## src/rtl/wtb_fifo_if.sv

```systemverilog
// ---------------------------------------------------------------------------
// wtb_fifo_if: signal bundle for the write-through buffer.
//
// Groups the front-end push channel, the occupancy flags and the back-end
// write channel of wtb_fifo.
//   slave  modport : buffer side (consumes pushes, produces the head entry)
//   master modport : environment side (front-end + back-end)
//
// Signals
//   push_valid/addr/wdata/wstrb : front-end word write request
//   push_ready                  : request accepted this cycle
//   empty/full/level            : occupancy status
//   write_valid/addr/wdata/wstrb: oldest queued entry toward the back-end
//   write_ready                 : back-end completion pulse, consumes head
// ---------------------------------------------------------------------------
interface wtb_fifo_if #(
   parameter int unsigned FE_ADDR_W = 32,
   parameter int unsigned FE_DATA_W = 32,
   parameter int unsigned FE_NBYTES = FE_DATA_W / 8,
   parameter int unsigned FE_BYTE_W = $clog2(FE_NBYTES),
   parameter int unsigned DEPTH_W   = 2
);

   logic                          push_valid;
   logic [FE_ADDR_W-1:FE_BYTE_W]  push_addr;
   logic [FE_DATA_W-1:0]          push_wdata;
   logic [FE_NBYTES-1:0]          push_wstrb;
   logic                          push_ready;

   logic                          empty;
   logic                          full;
   logic [DEPTH_W:0]              level;

   logic                          write_valid;
   logic [FE_ADDR_W-1:FE_BYTE_W]  write_addr;
   logic [FE_DATA_W-1:0]          write_wdata;
   logic [FE_NBYTES-1:0]          write_wstrb;
   logic                          write_ready;

   modport slave (
      input  push_valid, push_addr, push_wdata, push_wstrb, write_ready,
      output push_ready, empty, full, level,
      output write_valid, write_addr, write_wdata, write_wstrb
   );

   modport master (
      output push_valid, push_addr, push_wdata, push_wstrb, write_ready,
      input  push_ready, empty, full, level,
      input  write_valid, write_addr, write_wdata, write_wstrb
   );

endinterface

```

## src/rtl/wtb_fifo.sv

```systemverilog
// ---------------------------------------------------------------------------
// wtb_fifo: write-through buffer between the cache front-end write path and
// the back-end write channel.
//
// Queues word writes (address, data, byte strobes) and presents the oldest
// entry to the back-end with a valid/ready handshake. empty/level let the
// cache controller hold line replacement until all writes have drained.
//
// Ports
//   clk   : clock, rising edge
//   reset : asynchronous, active-low reset (discards all queued entries)
//   bus   : wtb_fifo_if.slave (push channel, status flags, write channel)
//
// Optional feature (macro WTB_COALESCE_EN):
//   A push whose address matches the most recent entry merges into it,
//   provided that entry is not the head (level >= 2). Strobed bytes are
//   overwritten and strobes are OR-ed; level and tail are unchanged, and the
//   merging push is accepted even when full.
// ---------------------------------------------------------------------------
module wtb_fifo #(
   parameter int unsigned FE_ADDR_W = 32,
   parameter int unsigned FE_DATA_W = 32,
   parameter int unsigned FE_NBYTES = FE_DATA_W / 8,
   parameter int unsigned FE_BYTE_W = $clog2(FE_NBYTES),
   parameter int unsigned DEPTH_W   = 2
) (
   input  logic        clk,
   input  logic        reset,
   wtb_fifo_if.slave   bus
);

   localparam int unsigned DEPTH = 1 << DEPTH_W;
   // Keep at least one pointer bit so a single-entry buffer still elaborates.
   localparam int unsigned PTR_W = (DEPTH_W > 0) ? DEPTH_W : 1;
   localparam int unsigned LVL_W = DEPTH_W + 1;
   localparam int unsigned AW    = FE_ADDR_W - FE_BYTE_W;

   typedef logic [PTR_W-1:0] ptr_t;

   localparam ptr_t             PTR_LAST = ptr_t'(DEPTH - 1);
   localparam logic [LVL_W-1:0] LVL_FULL = LVL_W'(DEPTH);

   logic [AW-1:0]        mem_addr [DEPTH];
   logic [FE_DATA_W-1:0] mem_data [DEPTH];
   logic [FE_NBYTES-1:0] mem_strb [DEPTH];

   ptr_t             head_q, head_d;
   ptr_t             tail_q, tail_d;
   logic [LVL_W-1:0] level_q, level_d;

   logic empty, full;
   logic do_push, do_alloc, do_merge, do_pop;

   function automatic ptr_t ptr_inc(input ptr_t p);
      return (p == PTR_LAST) ? '0 : p + 1'b1;
   endfunction

`ifdef WTB_COALESCE_EN
   ptr_t tail_prev;

   // level >= 2 uses the pre-pop level: an entry popped this cycle still
   // counts, so the merge target can never be the head being consumed.
   always_comb begin
      tail_prev = (tail_q == '0) ? PTR_LAST : tail_q - 1'b1;
      do_merge  = bus.push_valid && (32'(level_q) >= 32'd2) &&
                  (mem_addr[tail_prev] == bus.push_addr);
   end
`else
   assign do_merge = 1'b0;
`endif

   assign empty    = (level_q == '0);
   assign full     = (level_q == LVL_FULL);
   assign do_push  = bus.push_valid && bus.push_ready;
   assign do_alloc = do_push && !do_merge;
   assign do_pop   = !empty && bus.write_ready;

   always_comb begin
      head_d  = head_q;
      tail_d  = tail_q;
      level_d = level_q;
      if (do_alloc) tail_d = ptr_inc(tail_q);
      if (do_pop)   head_d = ptr_inc(head_q);
      unique case ({do_alloc, do_pop})
         2'b10:   level_d = level_q + 1'b1;
         2'b01:   level_d = level_q - 1'b1;
         default: level_d = level_q;
      endcase
   end

   always_ff @(posedge clk or negedge reset) begin
      if (!reset) begin
         head_q  <= '0;
         tail_q  <= '0;
         level_q <= '0;
      end else begin
         head_q  <= head_d;
         tail_q  <= tail_d;
         level_q <= level_d;
      end
   end

   // Storage is not reset; only entries inside [head, tail) are ever read.
   always_ff @(posedge clk) begin
      if (do_alloc) begin
         mem_addr[tail_q] <= bus.push_addr;
         mem_data[tail_q] <= bus.push_wdata;
         mem_strb[tail_q] <= bus.push_wstrb;
      end
`ifdef WTB_COALESCE_EN
      else if (do_merge) begin
         for (int b = 0; b < int'(FE_NBYTES); b++) begin
            if (bus.push_wstrb[b]) mem_data[tail_prev][b*8 +: 8] <= bus.push_wdata[b*8 +: 8];
         end
         mem_strb[tail_prev] <= mem_strb[tail_prev] | bus.push_wstrb;
      end
`endif
   end

   assign bus.empty       = empty;
   assign bus.full        = full;
   assign bus.level       = level_q;
   assign bus.push_ready  = !full || do_merge;
   assign bus.write_valid = !empty;
   assign bus.write_addr  = empty ? '0 : mem_addr[head_q];
   assign bus.write_wdata = empty ? '0 : mem_data[head_q];
   assign bus.write_wstrb = empty ? '0 : mem_strb[head_q];

endmodule

```

## src/flat_wrapper.sv

```systemverilog
// flat-port wrapper written by rule: the top's interface ports become plain ports
module wtb_fifo_flat 
#(
   parameter int unsigned FE_ADDR_W = 32,
   parameter int unsigned FE_DATA_W = 32,
   parameter int unsigned FE_NBYTES = FE_DATA_W / 8,
   parameter int unsigned FE_BYTE_W = $clog2(FE_NBYTES),
   parameter int unsigned DEPTH_W   = 2
)
  (clk, reset, bus_push_valid, bus_push_addr, bus_push_wdata, bus_push_wstrb, bus_write_ready, bus_push_ready, bus_empty, bus_full, bus_level, bus_write_valid, bus_write_addr, bus_write_wdata, bus_write_wstrb);
  wtb_fifo_if #(.FE_ADDR_W(FE_ADDR_W), .FE_DATA_W(FE_DATA_W), .FE_NBYTES(FE_NBYTES), .FE_BYTE_W(FE_BYTE_W), .DEPTH_W(DEPTH_W)) bus_i ();
  input  logic clk;
  input  logic reset;
  input wire logic [$bits(bus_i.push_valid)-1:0] bus_push_valid;
  input wire logic [$bits(bus_i.push_addr)-1:0] bus_push_addr;
  input wire logic [$bits(bus_i.push_wdata)-1:0] bus_push_wdata;
  input wire logic [$bits(bus_i.push_wstrb)-1:0] bus_push_wstrb;
  input wire logic [$bits(bus_i.write_ready)-1:0] bus_write_ready;
  output wire logic [$bits(bus_i.push_ready)-1:0] bus_push_ready;
  output wire logic [$bits(bus_i.empty)-1:0] bus_empty;
  output wire logic [$bits(bus_i.full)-1:0] bus_full;
  output wire logic [$bits(bus_i.level)-1:0] bus_level;
  output wire logic [$bits(bus_i.write_valid)-1:0] bus_write_valid;
  output wire logic [$bits(bus_i.write_addr)-1:0] bus_write_addr;
  output wire logic [$bits(bus_i.write_wdata)-1:0] bus_write_wdata;
  output wire logic [$bits(bus_i.write_wstrb)-1:0] bus_write_wstrb;
  assign bus_i.push_valid = bus_push_valid;
  assign bus_i.push_addr = bus_push_addr;
  assign bus_i.push_wdata = bus_push_wdata;
  assign bus_i.push_wstrb = bus_push_wstrb;
  assign bus_i.write_ready = bus_write_ready;
  assign bus_push_ready = bus_i.push_ready;
  assign bus_empty = bus_i.empty;
  assign bus_full = bus_i.full;
  assign bus_level = bus_i.level;
  assign bus_write_valid = bus_i.write_valid;
  assign bus_write_addr = bus_i.write_addr;
  assign bus_write_wdata = bus_i.write_wdata;
  assign bus_write_wstrb = bus_i.write_wstrb;
  wtb_fifo #(.FE_ADDR_W(FE_ADDR_W), .FE_DATA_W(FE_DATA_W), .FE_NBYTES(FE_NBYTES), .FE_BYTE_W(FE_BYTE_W), .DEPTH_W(DEPTH_W)) u_core (.clk(clk), .reset(reset), .bus(bus_i));
endmodule
```

## config.mk

```make
export PLATFORM = sky130hd
export DESIGN_NAME = wtb_fifo_flat
export DESIGN_NICKNAME = d
export VERILOG_FILES = /design/src/rtl/wtb_fifo_if.sv /design/src/rtl/wtb_fifo.sv /design/src/flat_wrapper.sv
export SDC_FILE = /design/constraint.sdc
export NUM_CORES = 1
export LEC_CHECK = 0
export CORE_MARGIN = 5
export CORE_UTILIZATION = 45
export CTS_CLUSTER_SIZE = 28
export DETAILED_ROUTE_END_ITERATION = 8
export GPL_TIMING_DRIVEN = 1
export PLACE_DENSITY = 0.74
export SYNTH_ARGS = -nofsm -noshare
export SYNTH_HDL_FRONTEND = slang
export SYNTH_SLANG_ARGS = --single-unit
```

## constraint.sdc

```tcl
create_clock -name clk -period 4.47 [get_ports clk]
set_input_delay 0.894 -clock clk [delete_from_list [all_inputs] [get_ports clk]]
set_output_delay 0.894 -clock clk [all_outputs]
set_load 0.03 [all_outputs]
```

==> qor.csv, run 1 <==
stage;metric;value;unit
timing;RSZ-0062 raised after global routing;false;
detailed_routing;drt wl/cell;21.66;µm
clocking;maximum clock path buffer count;3;
timing;fmax;258.6;MHz
setup_path;crit path launch type;flop;
placed_design;pre-CTS WS;1064;ps
power_and_ir_drop;Sw Share;0.3375;
layout;most frequent cells in the layout;edfxtp_1 (264), clkdlybuf4s50_1 (142), and2_1 (67);
clocking;TritonCTS clock tree;built;
setup_path;CP Cell Sequence;buf_4 > mux4_2 > and2_1 > clkdlybuf4s50_1;
power_and_ir_drop;clock share of power;0.208;
timing;Final Skew;12.73;ps
floorplanning;# rows;55;
layout;final core utilization;0.5712;
setup_path;CP max-delay cell;dfrtp_4;
setup_path;slowest cell delay on critical path;740;ps
timing;fin crit share;0.8650;
power_and_ir_drop;pwr/cell area;742.7;nW/µm²
yosys;Main synth FF type;edfxtp_1;
timing;Final min period;3866;ps
yosys;cell count after synthesis;459;
power_and_ir_drop;leak pwr;4.221;nW
yosys;fraction of registers with async set/reset;0.02583;
detailed_routing;Total Wirelength;19870;µm
layout;share of cells above drive strength 1;0.1804;
power_and_ir_drop;net load switching power;3.251;mW
clocking;hold buffer count at cts;0;
clocking;CTS Root Buffer Type;clkbuf_16;
floorplanning;die area;26300;µm²
layout;final instance area;12970;µm²
power_and_ir_drop;sequential power share;0.376;
setup_path;Max FO, Critical Path;25;
layout;layout net count;693;
grt;initial antenna violation count;0;
floorplanning;overall die width;162.2;µm
timing;TNS Setup;0;ps
floorplanning;I/O pin count;143;
detailed_routing;Routed Antenna Nets;0;
yosys;Synth Net Count;536;
clocking;CTS Sinks;271;
yosys;Mapped Area;10420;µm²
detailed_routing;routed vias/inst;5.349;
clocking;setup bufs post-CTS;0;
clocking;H-Tree Depth;1;
grt;GRT Util Overall;0.1543;
yosys;Netlist cell types;22;
power_and_ir_drop;cell-internal power;6.383;mW
floorplanning;Initial Utilization;0.4588;
timing;max-slew violations;0;
grt;vias in the first global route;5578;
grt;first-pass GRT wire length;31860;µm
grt;total gr overflow;0;
timing;worst slew margin relative to its limit;0.2608;
timing;Final Hold Viols;0;
detailed_routing;Post-route DRC;0;
power_and_ir_drop;VDD IR max;0.5964;mV
placed_design;dpl cell area;12200;µm²
placed_design;IO Port Bufs;142;
clocking;clk_lat worst skew;520;ps
detailed_routing;initial DRC count;295;
yosys;Post-synth EDFFs;264;
detailed_routing;vias;4905;
grt;largest net degree at the start of global routing;70;
floorplanning;core area;22710;µm²
timing;WHS;541.6;ps
layout;Fillers;1671;
setup_path;CP Data Arrival Time;2970;ps
setup_path;WP data required;3580;ps
yosys;synthesis-stage register bit count;271;
layout;most common cell after layout, fill and taps aside;edfxtp_1;
placed_design;DP HPWL;11800;µm
setup_path;Worst Setup End Kind;output pin;
power_and_ir_drop;Comb power frac;0.415;
floorplanning;chip height;162.2;µm
yosys;mean area per synthesized cell;22.70;µm²
layout;Layout area overhead;24.48;%
hold_path;Worst Hold Class;flop to flop;
timing;worst-margin pin slew;1109;ps
timing;# setup viols final;0;
run_status;status;finished, final reports clean;
clocking;Num CTS Buffers;27;
clocking;Worst-path clk slew;60;ps
setup_path;CP Class;flop to output pin;
timing;Final WS setup;603.5;ps
flow_run;maximum capacitance violations;0;
yosys;sequential share of the synthesized area;0.7776;
placed_design;GP Congestion;0.6828;
yosys;synth warn;0;
layout;ant diodes;0;
clocking;Post-CTS Resized;0;
detailed_routing;drt pass-1 iters;4;
[area by class of cell]
| cell class | instances | area [µm²] | area share |
|---|---|---|---|
| Clock inverter | 8 | 57.56 | 0.004437 |
| Multi-Input combinational cell | 158 | 2147 | 0.1655 |
| Tap cell | 285 | 356.6 | 0.02749 |
| Clock buffer | 37 | 713.2 | 0.05498 |
| Inverter | 8 | 30.03 | 0.002315 |
| Timing Repair Buffer | 150 | 1556 | 0.1200 |
| Sequential cell | 271 | 8110 | 0.6253 |
[synth_stat cells (2+ instances only)]
cell type	instances	area [µm²]
buf_2	5	25.02
buf_4	3	22.52
inv_1	8	30.03
dfrtp_1	7	175.2
nor2_1	3	11.26
xor2_1	2	17.52
buf_12	2	40.04
mux2_2	4	45.04
edfxtp_1	264	7928
and2_1	71	444.2
clkbuf_1	7	26.28
mux4_2	66	1486
buf_1	3	11.26
ha_1	6	75.07
[worst max-delay path: cells and delay by family, from the launching register on]
kind,cells,cell delay [ps]
buffers and inverters,2,990
DFF,1,740
muxes,1,540
and+or+nand+nor,1,190
[kinds of logic (layout without fill, tap and decap cells)]
| group | after synthesis | count (layout) | synth area share |
|---|---|---|---|
| xor gates and xnor gates | 3 | 3 | 0.002522 |
| muxes | 71 | 71 | 0.1479 |
| DFF | 271 | 271 | 0.7776 |
| and+or+nand+nor | 77 | 77 | 0.04539 |
| buffers and inverters | 30 | 203 | 0.01741 |
| adders and majority gates | 7 | 7 | 0.009126 |
[routing by layer]
metal | track usage | part of all wire | vias up | wire length [µm]
li1 | - | - | 2167 | -
met1 | 0.1981 | 0.41 | 2567 | 8206
met2 | 0.2740 | 0.52 | 140 | 10240
met3 | 0.03299 | 0.054 | 31 | 1071
met4 | 0.03153 | 0.017 | 0 | 345
met5 | 0 | 0 | - | 0
[power by group through the flow]
stage / Clock [mW] / Sequential [mW] / Combinational, mW
after floorplan: 0 / 3.55 / 2.66
after global placement: 0 / 3.65 / 4.02
after detailed placement: 0 / 3.69 / 4.07
after CTS: 2.06 / 3.64 / 4.09
after global routing: 2.17 / 3.69 / 4.25
final: 2.01 / 3.63 / 4.00
[stage by stage]
stage	power [mW]	cells
finish	9.634	917
detailed placement	7.757	872
CTS	9.785	917
global route	10.11	917
floorplan	6.206	459
global placement	7.670	872
[sequential cells by signal, summed over array words and instances, names as in the netlist]
| register | cells |
|---|---|
| u_core.bus.level | 3 |
| u_core.head_q | 2 |
| u_core.mem_addr | 120 |
| u_core.mem_data | 128 |
| u_core.mem_strb | 16 |
| u_core.tail_q | 2 |
[path summary, 6_finish.rpt]
| kind | startpoint | end | slack, ps | cells past startpoint |
|---|---|---|---|---|
| worst min register to register | u_core.bus.level[0] | u_core.bus.level[0] | 540 | 1 |
| worst max register to register | u_core.bus.level[0] | u_core.bus.level[2] | 1720 | 8 |
| worst min-delay path | u_core.bus.level[0] | u_core.bus.level[0] | 540 | 1 |
| max in group asynchronous | reset | u_core.head_q[0] | 3520 | 1 |
| worst max-delay path | u_core.head_q[0] | bus_write_wdata[11] | 600 | 4 |
| min in group asynchronous | reset | u_core.bus.level[2] | 650 | 1 |
No activity file was read; power rests on OpenSTA's default activity.
==> inputs of run 2 (changes only) <==
- PLACE_DENSITY: 0.74 -> 0.75
==> run 2 against run 1 <==
Clock power up 13%. Non-clock buffer count fell by 5. Clock skew decreased by 2.0 ps. Sequential share of layout area shrank 0.32 points. Critical endpoint is now bus_write_addr[22].
==> qor.csv, run 2 (synthesis gave the netlist of run 1 again) <==
stage;metric;value;unit
floorplanning;chip height;162.2;µm
layout;share of cells above drive strength 1;0.1956;
layout;Reg with most FFs;u_core.mem_data;
power_and_ir_drop;Sw Share;0.3320;
flow_run;maximum capacitance violations;0;
clocking;Post-CTS Resized;0;
timing;fin crit share;0.8560;
power_and_ir_drop;VDD IR max;0.7341;mV
setup_path;Max FO, Critical Path;69;
grt;total gr overflow;0;
power_and_ir_drop;clock share of power;0.232;
layout;Layout area overhead;25.12;%
timing;Final Hold Viols;0;
clocking;clk_lat worst skew;530;ps
power_and_ir_drop;leak pwr;4.268;nW
detailed_routing;routed length on met3;1099;µm
power_and_ir_drop;sequential power share;0.363;
setup_path;CP Class;flop to output pin;
detailed_routing;drt wl/cell;20.75;µm
clocking;Worst-path clk slew;60;ps
timing;worst-margin pin slew;1169;ps
power_and_ir_drop;net load switching power;3.262;mW
layout;layout net count;689;
power_and_ir_drop;cell-internal power;6.562;mW
run_status;status;finished, final reports clean;
detailed_routing;initial DRC count;255;
detailed_routing;M1 wire length;7833;µm
power_and_ir_drop;Comb power frac;0.405;
placed_design;DP HPWL;10950;µm
clocking;CTS Root Buffer Type;clkbuf_16;
detailed_routing;Routed Antenna Nets;0;
timing;RSZ-0062 raised after global routing;false;
layout;most frequent cells in the layout;edfxtp_1 (264), clkdlybuf4s50_1 (142), and2_1 (67);
floorplanning;overall die width;162.2;µm
detailed_routing;drt pass-1 iters;4;
clocking;setup bufs post-CTS;0;
timing;Final min period;3826;ps
setup_path;WP data required;3580;ps
detailed_routing;Total Wirelength;19070;µm
layout;ant diodes;0;
floorplanning;core area;22710;µm²
placed_design;IO Port Bufs;142;
timing;fmax;261.3;MHz
setup_path;Worst Setup End Kind;output pin;
floorplanning;Initial Utilization;0.4588;
layout;Final Non-Filler Cells;919;
layout;largest registers;u_core.mem_data x128, u_core.mem_addr x120, u_core.mem_strb x16;
clocking;CTS Sinks;271;
clocking;Num CTS Buffers;28;
clocking;maximum clock path buffer count;3;
timing;max-slew violations;0;
hold_path;Worst Hold Class;flop to flop;
grt;first-pass GRT wire length;30240;µm
grt;vias in the first global route;5481;
setup_path;CP Data Arrival Time;2930;ps
timing;# setup viols final;0;
layout;most common cell after layout, fill and taps aside;edfxtp_1;
placed_design;cell count after placement;867;
clocking;hold buffer count at cts;0;
setup_path;crit path launch type;flop;
detailed_routing;vias;4881;
detailed_routing;met2 routed WL;9762;µm
timing;Final Skew;10.73;ps
detailed_routing;routed vias/inst;5.311;
layout;max FFs per register;128;
floorplanning;die area;26300;µm²
clocking;TritonCTS clock tree;built;
timing;worst slew margin relative to its limit;0.2205;
floorplanning;# rows;55;
grt;largest net degree at the start of global routing;70;
placed_design;GP Congestion;0.6766;
grt;GRT Util Overall;0.1454;
timing;TNS Setup;0;ps
power_and_ir_drop;pwr/cell area;753.5;nW/µm²
floorplanning;I/O pin count;143;
grt;initial antenna violation count;0;
detailed_routing;Post-route DRC;0;
detailed_routing;top sig layer;met4;
clocking;H-Tree Depth;1;
==> run 2: changes by cell type in the layout (fill, tap and decap cells not counted) <==
cell,change
clkinvlp_4,+1
clkbuf_16,+2
buf_4,-1
clkbuf_1,-5
bufinv_16,+2
buf_12,-4
clkinv_4,+2
clkinv_1,-3
clkbuf_8,+1
clkinv_2,+7
==> run 2: layer usage <==
metal	track usage	vias to the layer above
li1	-	2167
met1	0.1891	2537
met2	0.2538	147
met3	0.03223	30
met4	0.03191	0
met5	0	-
==> run 2: area by class of cell <==
type | instances | area (µm²)
Fill cell | 1663 | 9672
Sequential cell | 271 | 8110
Multi-Input combinational cell | 158 | 2147
Timing Repair Buffer | 145 | 1469
Clock buffer | 35 | 758.2
Tap cell | 285 | 356.6
Clock inverter | 17 | 166.4
Inverter | 8 | 30.03
==> run 2: power groups by stage <==
stage	clock (mW)	combinational, mW	sequential, mW
2_1_floorplan	0	2.66	3.55
3_3_place_gp	0	4.03	3.59
3_5_place_dp	0	4.06	3.63
4_1_cts	2.35	4.08	3.57
5_1_grt	2.46	4.25	3.61
6_report	2.28	3.98	3.56
==> run 2: worst max-delay path, cell delays in order (launching register included) <==
cell and delay (ps):
dfrtp_1 410, or3_2 990, and2_1 370, clkdlybuf4s50_1 600
==> run 2: through the flow <==
| stage | hold slack (ps) | setup WS (ps) | utilization | area [µm²] | power, mW |
|---|---|---|---|---|---|
| floorplan | 534.0 | 909.7 | - | 10420 | 6.206 |
| global placement | 497.3 | 1162 | 0.5334 | 12110 | 7.611 |
| detailed placement | 506.8 | 1137 | 0.5334 | 12110 | 7.690 |
| CTS | 518.9 | 571.6 | 0.5741 | 13040 | 10.00 |
| global route | 552.2 | 478.7 | 0.5741 | 13040 | 10.32 |
| finish | 516.6 | 643.7 | 0.5741 | 13040 | 9.824 |
==> run 2: worst paths after layout <==
| path | startpoint | to | slack [ps] | cells past startpoint |
|---|---|---|---|---|
| worst min register to register | u_core.bus.level[2] | u_core.bus.level[2] | 520 | 1 |
| min in group asynchronous | reset | u_core.head_q[0] | 640 | 1 |
| worst max register to register | u_core.bus.level[2] | u_core.bus.level[2] | 1620 | 8 |
| worst max-delay path | u_core.bus.level[0] | bus_write_addr[22] | 640 | 3 |
| worst min-delay path | u_core.bus.level[2] | u_core.bus.level[2] | 520 | 1 |
| max in group asynchronous | reset | u_core.head_q[1] | 3540 | 1 |
